**config.mk**
```make
export PLATFORM = sky130hd
export DESIGN_NAME = regfile_param
export DESIGN_NICKNAME = d
export VERILOG_FILES = /design/src/rtl/rv_pkg.sv /design/src/rtl/regfile_scoreboard.sv /design/src/rtl/regfile_param.sv
export SDC_FILE = /design/constraint.sdc
export NUM_CORES = 2
export LEC_CHECK = 0
export BUFFER_PORTS_ARGS = -buffer_cell sky130_fd_sc_hd__buf_2
export CORE_ASPECT_RATIO = 1.2
export CORE_MARGIN = 2
export CORE_UTILIZATION = 30
export CTS_CLUSTER_DIAMETER = 30
export DETAILED_ROUTE_END_ITERATION = 8
export SETUP_SLACK_MARGIN = 0.02
export SYNTH_ARGS = -nofsm -noshare
export SYNTH_HDL_FRONTEND = slang
export SYNTH_HIERARCHICAL = 1
export SYNTH_SLANG_ARGS = --single-unit
```
**constraint.sdc**
```tcl
create_clock -name clk -period 12.7 [get_ports clk]
set_input_delay 3.81 -clock clk [delete_from_list [all_inputs] [get_ports clk]]
set_output_delay 3.81 -clock clk [all_outputs]
set_load 0.1 [all_outputs]
```
**src/rtl/rv_pkg.sv**
```systemverilog
// Shared definitions for the integer register file.
//   XLEN_DEFAULT : default data width of the core
//   NREGS_DEF    : default architectural register count
//   REG_ZERO     : index of the hardwired-zero register
//   reg_addr_t   : register address type for the default register count
package rv_pkg;

    localparam int XLEN_DEFAULT = 32;
    localparam int NREGS_DEF    = 32;
    localparam int REG_ZERO     = 0;
    localparam int AW_DEF       = $clog2(NREGS_DEF);

    typedef logic [AW_DEF-1:0] reg_addr_t;

endpackage

```
**src/rtl/regfile_scoreboard.sv**
```systemverilog
// Pending-write scoreboard: one busy bit per register plus a registered
// count of busy registers.
//   clk, rst          : clock, synchronous active-high reset
//   set_en, set_addr  : mark a register busy (producer issued)
//   clr_en, clr_addr  : clear a register's busy bit (result written back)
//   busy              : busy vector, bit i = register i pending
//   busy_cnt          : number of busy registers, same edge as the bits
module regfile_scoreboard
    import rv_pkg::*;
#(
    parameter  int NREGS    = 32,
    parameter  int ZERO_REG = 1,
    localparam int AW       = $clog2(NREGS),
    localparam int CW       = AW + 1
) (
    input  logic             clk,
    input  logic             rst,
    input  logic             set_en,
    input  logic [AW-1:0]    set_addr,
    input  logic             clr_en,
    input  logic [AW-1:0]    clr_addr,
    output logic [NREGS-1:0] busy,
    output logic [CW-1:0]    busy_cnt
);

    logic [NREGS-1:0] busy_nxt;
    logic [CW-1:0]    cnt_nxt;

    // Clear is applied before set so that a new producer issued in the
    // same cycle as an older result's writeback keeps the register busy.
    always_comb begin
        busy_nxt = busy;
        if (clr_en) busy_nxt[clr_addr] = 1'b0;
        if (set_en) busy_nxt[set_addr] = 1'b1;
        if (ZERO_REG != 0) busy_nxt[REG_ZERO] = 1'b0;
    end

    // Count is taken from the next-state vector so it lands on the same
    // edge as the bits; CW bits hold NREGS without wrapping.
    always_comb begin
        cnt_nxt = '0;
        for (int i = 0; i < NREGS; i++) begin
            cnt_nxt = cnt_nxt + CW'(busy_nxt[i]);
        end
    end

    always_ff @(posedge clk) begin
        if (rst) begin
            busy     <= '0;
            busy_cnt <= '0;
        end else begin
            busy     <= busy_nxt;
            busy_cnt <= cnt_nxt;
        end
    end

endmodule

```
**src/rtl/regfile_param.sv**
```systemverilog
// Parametrised integer register file with combinational read ports,
// optional write-to-read bypass and a pending-write scoreboard.
//   clk, rst  : clock, synchronous active-high reset (clears data and busy)
//   rd_addr   : NRD read addresses, port k at [k*AW +: AW]
//   rd_data   : NRD read data, port k at [k*XLEN +: XLEN]
//   rd_busy   : per-port busy flag of the addressed register
//   we/wa/wd  : writeback port; also clears the busy bit of wa
//   iss_en/iss_rd : mark iss_rd busy (long-latency producer issued)
//   busy_cnt  : registered number of busy registers
//   any_busy  : busy_cnt != 0
module regfile_param
    import rv_pkg::*;
#(
    parameter  int XLEN     = XLEN_DEFAULT,
    parameter  int NREGS    = NREGS_DEF,
    parameter  int NRD      = 2,
    parameter  int ZERO_REG = 1,
    parameter  int BYPASS   = 1,
    localparam int AW       = $clog2(NREGS)
) (
    input  logic                clk,
    input  logic                rst,
    input  logic [NRD*AW-1:0]   rd_addr,
    output logic [NRD*XLEN-1:0] rd_data,
    output logic [NRD-1:0]      rd_busy,
    input  logic                we,
    input  logic [AW-1:0]       wa,
    input  logic [XLEN-1:0]     wd,
    input  logic                iss_en,
    input  logic [AW-1:0]       iss_rd,
    output logic [AW:0]         busy_cnt,
    output logic                any_busy
);

    logic [XLEN-1:0]  regs [NREGS];
    logic [NREGS-1:0] busy_vec;
    logic             wr_ok;

    // A write lands unless it targets the hardwired-zero register.
    assign wr_ok = (ZERO_REG == 0) || (wa != AW'(REG_ZERO));

    always_ff @(posedge clk) begin
        if (rst) begin
            for (int i = 0; i < NREGS; i++) begin
                regs[i] <= '0;
            end
        end else if (we && wr_ok) begin
            regs[wa] <= wd;
        end
    end

    regfile_scoreboard #(
        .NREGS    (NREGS),
        .ZERO_REG (ZERO_REG)
    ) u_sb (
        .clk      (clk),
        .rst      (rst),
        .set_en   (iss_en),
        .set_addr (iss_rd),
        .clr_en   (we),
        .clr_addr (wa),
        .busy     (busy_vec),
        .busy_cnt (busy_cnt)
    );

    assign any_busy = (busy_cnt != '0);

    for (genvar k = 0; k < NRD; k++) begin : g_rd
        logic [AW-1:0]   addr;
        logic            is_zero;
        logic            hit;
        logic [XLEN-1:0] rdata;
        logic            rbusy;

        assign addr    = rd_addr[k*AW +: AW];
        assign is_zero = (ZERO_REG != 0) && (addr == AW'(REG_ZERO));
        // Bypass forwards the in-flight write; the write also retires the
        // pending producer, so the port reports not-busy.
        assign hit     = (BYPASS != 0) && !rst && we && wr_ok && (wa == addr);

        always_comb begin
            rdata = regs[addr];
            rbusy = busy_vec[addr];
            if (is_zero) begin
                rdata = '0;
                rbusy = 1'b0;
            end else if (hit) begin
                rdata = wd;
                rbusy = 1'b0;
            end
        end

        assign rd_data[k*XLEN +: XLEN] = rdata;
        assign rd_busy[k]              = rbusy;
    end

endmodule

```
Yosys cells after proc, flatten, opt, wreduce, memory -nomap -nowiden
Memories as Yosys holds them, arrays and structs flattened.
Cells that the tools add are included.
{ "word_totals": {"ff_bits": 38, "mem_bits_rw": 1024, "in_bits": 56, "wordCells": 84, "n_memories": 1} }
{ "op_classes": {"addsub": 30, "n_lt_le_gt_ge": 6, "eq_ne": 2, "n_mux": 26, "bitwise_logic": 3, "reduce_logical": 13} }
{ "memory_table": {"columns": ["name", "depth", "width", "rd", "rd_ports_with_merged_regs", "wr", "line", "source"], "rows": [
  ["regs", 32, 32, 2, 0, 32, "regfile_param.sv:35", "logic [XLEN-1:0] regs [NREGS];"]
]} }
{ "op_table": {"columns": ["cell", "count"], "rows": [
  ["32-bit two-way mux", 7],
  ["6-bit by 1-bit adder with 6-bit output", 29],
  ["32-bit bitwise AND", 1],
  ["32-bit NOT", 1],
  ["32-bit OR", 1],
  ["32-bit OR reduction", 1],
  ["5-bit by 6-bit < comparator with 1-bit output (second input constant)", 4],
  ["1-bit two-way mux", 14],
  ["1-bit binary-select mux with 5-bit select", 2],
  ["1-bit demux with 5-bit select", 2],
  ["5-bit equality test", 2],
  ["5-bit by 1-bit >= comparator with 1-bit output (second input constant)", 2],
  ["5-bit zero test", 2],
  ["1-bit logical AND", 7],
  ["6-bit nonzero test", 1],
  ["5-bit two-way mux", 1],
  ["5-bit nonzero test", 1],
  ["1-bit by 1-bit adder with 2-bit output", 1],
  ["1-bit zero test", 1]
]} }

Logic depth before layout (Yosys ltp)
{ "logic_depth": {"ltp_word": 39, "ltp_mapped": 18, "mapped_depth_nobuf": 17} }

Hierarchy
The synthesis kept the hierarchy.
{ "by_module_without_submodules": {"columns": ["module", "n_inst", "cells_each", "area_each_um2"], "rows": [
  ["regfile_param", 1, 3837, 55729.7],
  ["regfile_scoreboard", 1, 267, 2327.2]
]} }

Least setup slack after synthesis
No wires, ideal clock.
{ "synth_timing": {"kind": "input port to output port", "startpoint": "input port wa[2]", "endpoint": "output port rd_data[50]", "t_arrival_ps": 7267, "setup_slack_ps": 1623, "cell_stages": 8, "path_buffers": 3, "cell_sequence": "buf_2 > or3_4 > nor3_2 > or4_1 > clkbuf_1 > o21ai_1 > clkbuf_2 > o21ai_0"} }
{ "synth_between": {"elab_chain_len": 5, "elab_cells_between_ends": 6} }
{ "synth_lines": {"columns": ["element", "line", "source"], "rows": [
  ["from (decl)", "regfile_param.sv:27", "input logic [AW-1:0] wa,"],
  ["5-bit nonzero test", "regfile_param.sv:40", "assign wr_ok = (ZERO_REG == 0) || (wa != AW'(REG_ZERO));"],
  ["1-bit logical AND", "regfile_param.sv:79", "assign hit = (BYPASS != 0) && !rst && we && wr_ok && (wa == addr);"],
  ["1-bit logical AND *", "regfile_param.sv:79", null],
  ["32-bit two-way mux *", "regfile_param.sv:87", "end else if (hit) begin"],
  ["32-bit two-way mux *", "regfile_param.sv:84", "if (is_zero) begin"],
  ["to (decl)", "regfile_param.sv:24", "output logic [NRD*XLEN-1:0] rd_data,"]
]} }
Mark *: on every way between the ends. The rest lies on a longest branch, timed or not.

Final worst setup path
{ "layout_timing": {"startpoint": "input port rd_addr[7]", "endpoint": "output port rd_data[51]"} }
{ "layout_between": {"elab_chain_len": 4, "elab_cells_between_ends": 6} }
{ "layout_lines": {"columns": ["element", "line", "source"], "rows": [
  ["from (decl)", "regfile_param.sv:23", "input logic [NRD*AW-1:0] rd_addr,"],
  ["parallel branches: the longest is 3 deep, another holds memory 32 x 32 bit", null, null],
  ["32-bit two-way mux *", "regfile_param.sv:84", null]
]} }
Every way passes the cells marked *.

==> metrics.txt <==
# TYPE chip_impl_metric gauge
chip_impl_metric{name="final-seq-area",unit="µm²"} 31500
chip_impl_metric{name="n_fill_cell",unit=""} 18400
chip_impl_metric{name="dr.pass1.iters",unit=""} 5
chip_impl_metric{name="timing_hold_violations_final",unit=""} 0
chip_impl_metric{name="fin_crit_sh",unit="%"} 87.9
chip_impl_metric{name="final_design_utilization",unit="%"} 35.2
chip_impl_metric{name="cts-root-to-sink-buffers",unit=""} 3
chip_impl_metric{name="clk-insertion-delay-late",unit="ns"} 0.80
chip_impl_metric{name="netlist_instances",unit=""} 4104
chip_impl_metric{name="power_density_relative_to_cell_area",unit="nW/µm²"} 155
chip_impl_metric{name="tightest_slew",unit="ns"} 1.21
chip_impl_metric{name="num_rows",unit=""} 176
chip_impl_metric{name="final_max_slew_viol_count",unit=""} 0
chip_impl_metric{name="post_synth_design_cell_area",unit="µm²"} 58100
chip_impl_metric{name="antenna_found_initial",unit=""} 38
chip_impl_metric{name="post_dp_cell_area",unit="µm²"} 61400
chip_impl_info{name="kind_of_end_point_of_the_critical_path",value="primary output"} 1
chip_impl_metric{name="initialDrtViolationCount",unit=""} 5782
chip_impl_metric{name="synthArstFlopShare",unit="%"} 0
chip_impl_metric{name="clk_pin_slew",unit="ns"} 0.05
chip_impl_metric{name="floorplan.io_pins",unit=""} 129
chip_impl_metric{name="initial_utilization",unit="%"} 30.2
chip_impl_metric{name="final_net_count",unit=""} 4231
chip_impl_info{name="worst-setup-path-type",value="input port to primary output"} 1
chip_impl_metric{name="clock_skew",unit="ns"} 0.00696
chip_impl_metric{name="routed_wl",unit="µm"} 227000
chip_impl_metric{name="wl_met2",unit="µm"} 106000
chip_impl_metric{name="yosysSeqAreaShare",unit="%"} 54.2
chip_impl_metric{name="flow.area_growth_from_synthesis",unit="%"} 16.4
chip_impl_metric{name="vias_in_the_first_global_route",unit=""} 39900
chip_impl_info{name="cts_tree",value="built"} 1
chip_impl_info{name="layout_common_cells",value="sky130_fd_sc_hd__edfxtp_1, sky130_fd_sc_hd__and2_1, sky130_fd_sc_hd__mux4_2, sky130_fd_sc_hd__mux2i_1, sky130_fd_sc_hd__clkbuf_16"} 1
chip_impl_metric{name="wl_per_cell",unit="µm"} 32.9
chip_impl_metric{name="final_antenna_net_count",unit=""} 0
chip_impl_metric{name="die_height",unit="µm"} 486
chip_impl_metric{name="synth-warning-count",unit=""} 6
chip_impl_metric{name="vdd_drop_max",unit="mV"} 0.141
chip_impl_metric{name="cts_setup_buffers",unit=""} 0
chip_impl_metric{name="final_cell_area",unit="µm²"} 67600
chip_impl_metric{name="grt_first_pass_wirelength",unit="µm"} 313000
chip_impl_info{name="root_buffer",value="sky130_fd_sc_hd__clkbuf_16"} 1
chip_impl_info{name="timing.critical_path.from_type",value="input port"} 1
chip_impl_metric{name="timing.fmax",unit="GHz"} 0.0896
chip_impl_metric{name="yosys.cell_types.count",unit=""} 73
chip_impl_metric{name="path_max_fanout",unit=""} 37
chip_impl_metric{name="die_area",unit="µm²"} 197000
chip_impl_metric{name="drv_cap",unit=""} 0
chip_impl_metric{name="cts_h_tree_lvls",unit=""} 4
chip_impl_metric{name="routed-via-count",unit=""} 40000
chip_impl_metric{name="globalRouteOverflowTotal",unit=""} 0
chip_impl_metric{name="critPathRequiredTime",unit="ns"} 8.89
chip_impl_info{name="grt_setup_unrepaired",value="no"} 1
chip_impl_metric{name="coreArea",unit="µm²"} 192000
chip_impl_info{name="top_layer_used",value="met5"} 1
chip_impl_metric{name="viasPerCell",unit=""} 5.80
chip_impl_metric{name="met3_wirelength",unit="µm"} 25600
chip_impl_metric{name="multi_input_area",unit="µm²"} 24900
chip_impl_metric{name="period_needed",unit="ns"} 11.16
chip_impl_metric{name="place.gp.congestion",unit=""} 0.875
chip_impl_metric{name="dp_hpwl",unit="µm"} 132000
chip_impl_info{name="outcome",value="finished, final reports clean"} 1
chip_impl_metric{name="numClockSinks",unit=""} 1061
chip_impl_metric{name="cellLeakagePower",unit="nW"} 23.4
chip_impl_info{name="hp-class",value="flop to flop"} 1
chip_impl_metric{name="setup_violations",unit=""} 0
chip_impl_info{name="synth_top_flop_cell",value="sky130_fd_sc_hd__edfxtp_1"} 1
chip_impl_metric{name="route.detailed.drc",unit=""} 0
chip_impl_metric{name="timing.critical_path.arrival",unit="ns"} 7.35
chip_impl_metric{name="number_of_buffers_created_by_cts",unit=""} 178
chip_impl_metric{name="setup-tns-final",unit="ns"} 0
chip_impl_metric{name="cts_hold_repair.buffers",unit=""} 0
chip_impl_info{name="final_common_cell",value="sky130_fd_sc_hd__edfxtp_1"} 1
chip_impl_metric{name="track_usage",unit="%"} 22.7
chip_impl_metric{name="syn_avg_cell_area",unit="µm²"} 14.1
chip_impl_metric{name="synth-edff-count",unit=""} 1024
chip_impl_metric{name="port_buffers",unit=""} 128
chip_impl_metric{name="postCtsResizedCells",unit=""} 0
chip_impl_metric{name="layout_cells_sized_above_1",unit="%"} 26.3
chip_impl_metric{name="synth-seq-cells",unit=""} 1061
chip_impl_metric{name="m1WireLength",unit="µm"} 82800
chip_impl_metric{name="grt_max_degree",unit=""} 102
chip_impl_metric{name="slew-limit-headroom",unit="%"} 19.4
chip_impl_metric{name="die_width",unit="µm"} 406
==> cell type report <==
cell class	count	area share (%)
flip-flops and latches	1061	46.6
multi-input cells	2626	36.8
clock buffers	203	6.90
well taps	2581	4.78
repair buffers	250	2.50
clock inverters	122	2.23
inverters	26	0.144
diodes	27	0.100
==> flip-flops by register name, indices dropped and copies added, names as in the netlist <==
signal,cells
u_sb/busy,31
regs,1024
u_sb/busy_cnt,6
==> worst max-delay path: stages <==
cell and delay (ns):
sky130_fd_sc_hd__buf_4 0.60, sky130_fd_sc_hd__buf_4 0.47, sky130_fd_sc_hd__or2_2 0.57, sky130_fd_sc_hd__buf_4 0.29, sky130_fd_sc_hd__o22ai_1 0.14, sky130_fd_sc_hd__a211oi_1 0.23
sky130_fd_sc_hd__a211oi_1 0.08, sky130_fd_sc_hd__nor3_1 0.50, sky130_fd_sc_hd__buf_2 0.58
==> per-stage QoR <==
stage                     hold slack (ns)  setup WS, ns  std cells  total power (W)
after floorplan                     0.483          1.62       4135          0.00508
after global placement              0.500          1.63       6544          0.00552
after detailed placement            0.512          1.62       6544          0.00553
after CTS                           0.518          1.59       6869           0.0105
after global routing                0.544          1.42       6871           0.0107
final                               0.516          1.54       6896           0.0105
==> layer usage <==
metal / global-route usage (%) / vias up
met1: 28.4 / 20500
met5: 0 / -
met2: 36.0 / 2966
met3: 5.92 / 703
met4: 11.6 / 18
li1: - / 15700
==> Yosys cell counts (all sizes together) (5+ instances only) <==
master | count | area, µm²
fa | 23 | 460
nand3b | 13 | 97.6
a22oi | 41 | 308
a21oi | 71 | 359
a31oi | 18 | 113
nand2 | 177 | 664
nand3 | 10 | 50.1
mux2i | 187 | 1870
a221oi | 13 | 139
a32o | 31 | 310
nand2b | 18 | 113
a211o | 5 | 43.8
o221ai | 44 | 385
nor4 | 7 | 65.1
nor3 | 34 | 175
xor2 | 6 | 52.6
xnor2 | 5 | 43.8
and2 | 1013 | 6340
a22o | 5 | 43.8
mux4 | 440 | 9910
edfxtp | 1024 | 30700
and3b | 6 | 52.6
dfxtp | 37 | 741
o21ai | 60 | 300
clkbuf | 277 | 1040
mux2 | 52 | 586
ha | 9 | 113
nor2b | 10 | 62.6
nor2 | 92 | 345
a211oi | 33 | 248
inv | 26 | 97.6
or3b | 11 | 101
o22ai | 81 | 507
a2111oi | 6 | 53.8
buf | 145 | 973
or2 | 34 | 213
==> power by group <==
part / switching (W) / internal (W) / leakage, nW
registers: 0.000101 / 0.00403 / 10.0
clock network: 0.00186 / 0.00312 / 2.94
logic: 0.000930 / 0.000419 / 10.4
==> logic make-up after synthesis <==
kind of cell	count (synthesis)	synth area share, %
other	2	0.0129
multiplexers	679	21.3
buffers and inverters	448	3.64
AO/OA/AOI/OAI	430	5.17
XOR/XNOR	11	0.166
adder cells (fa/ha/maj)	32	0.987
AND/OR/NAND/NOR	1441	14.5
flip-flops	1061	54.2
==> path summary, 6_finish.rpt <==
| kind | startpoint | cells after the start | to | slack, ns |
|---|---|---|---|---|
| max | rd_addr[7] | 9 | rd_data[51] | 1.54 |
| min | u_sb/busy[4]$_SDFF_PP0_ | 2 | u_sb/busy[4]$_SDFF_PP0_ | 0.52 |
| max reg2reg | u_sb/busy[26]$_SDFF_PP0_ | 15 | u_sb/busy_cnt[4]$_SDFF_PP0_ | 7.61 |
| min reg2reg | u_sb/busy[4]$_SDFF_PP0_ | 2 | u_sb/busy[4]$_SDFF_PP0_ | 0.52 |
Power figures use the tool's default switching activity.
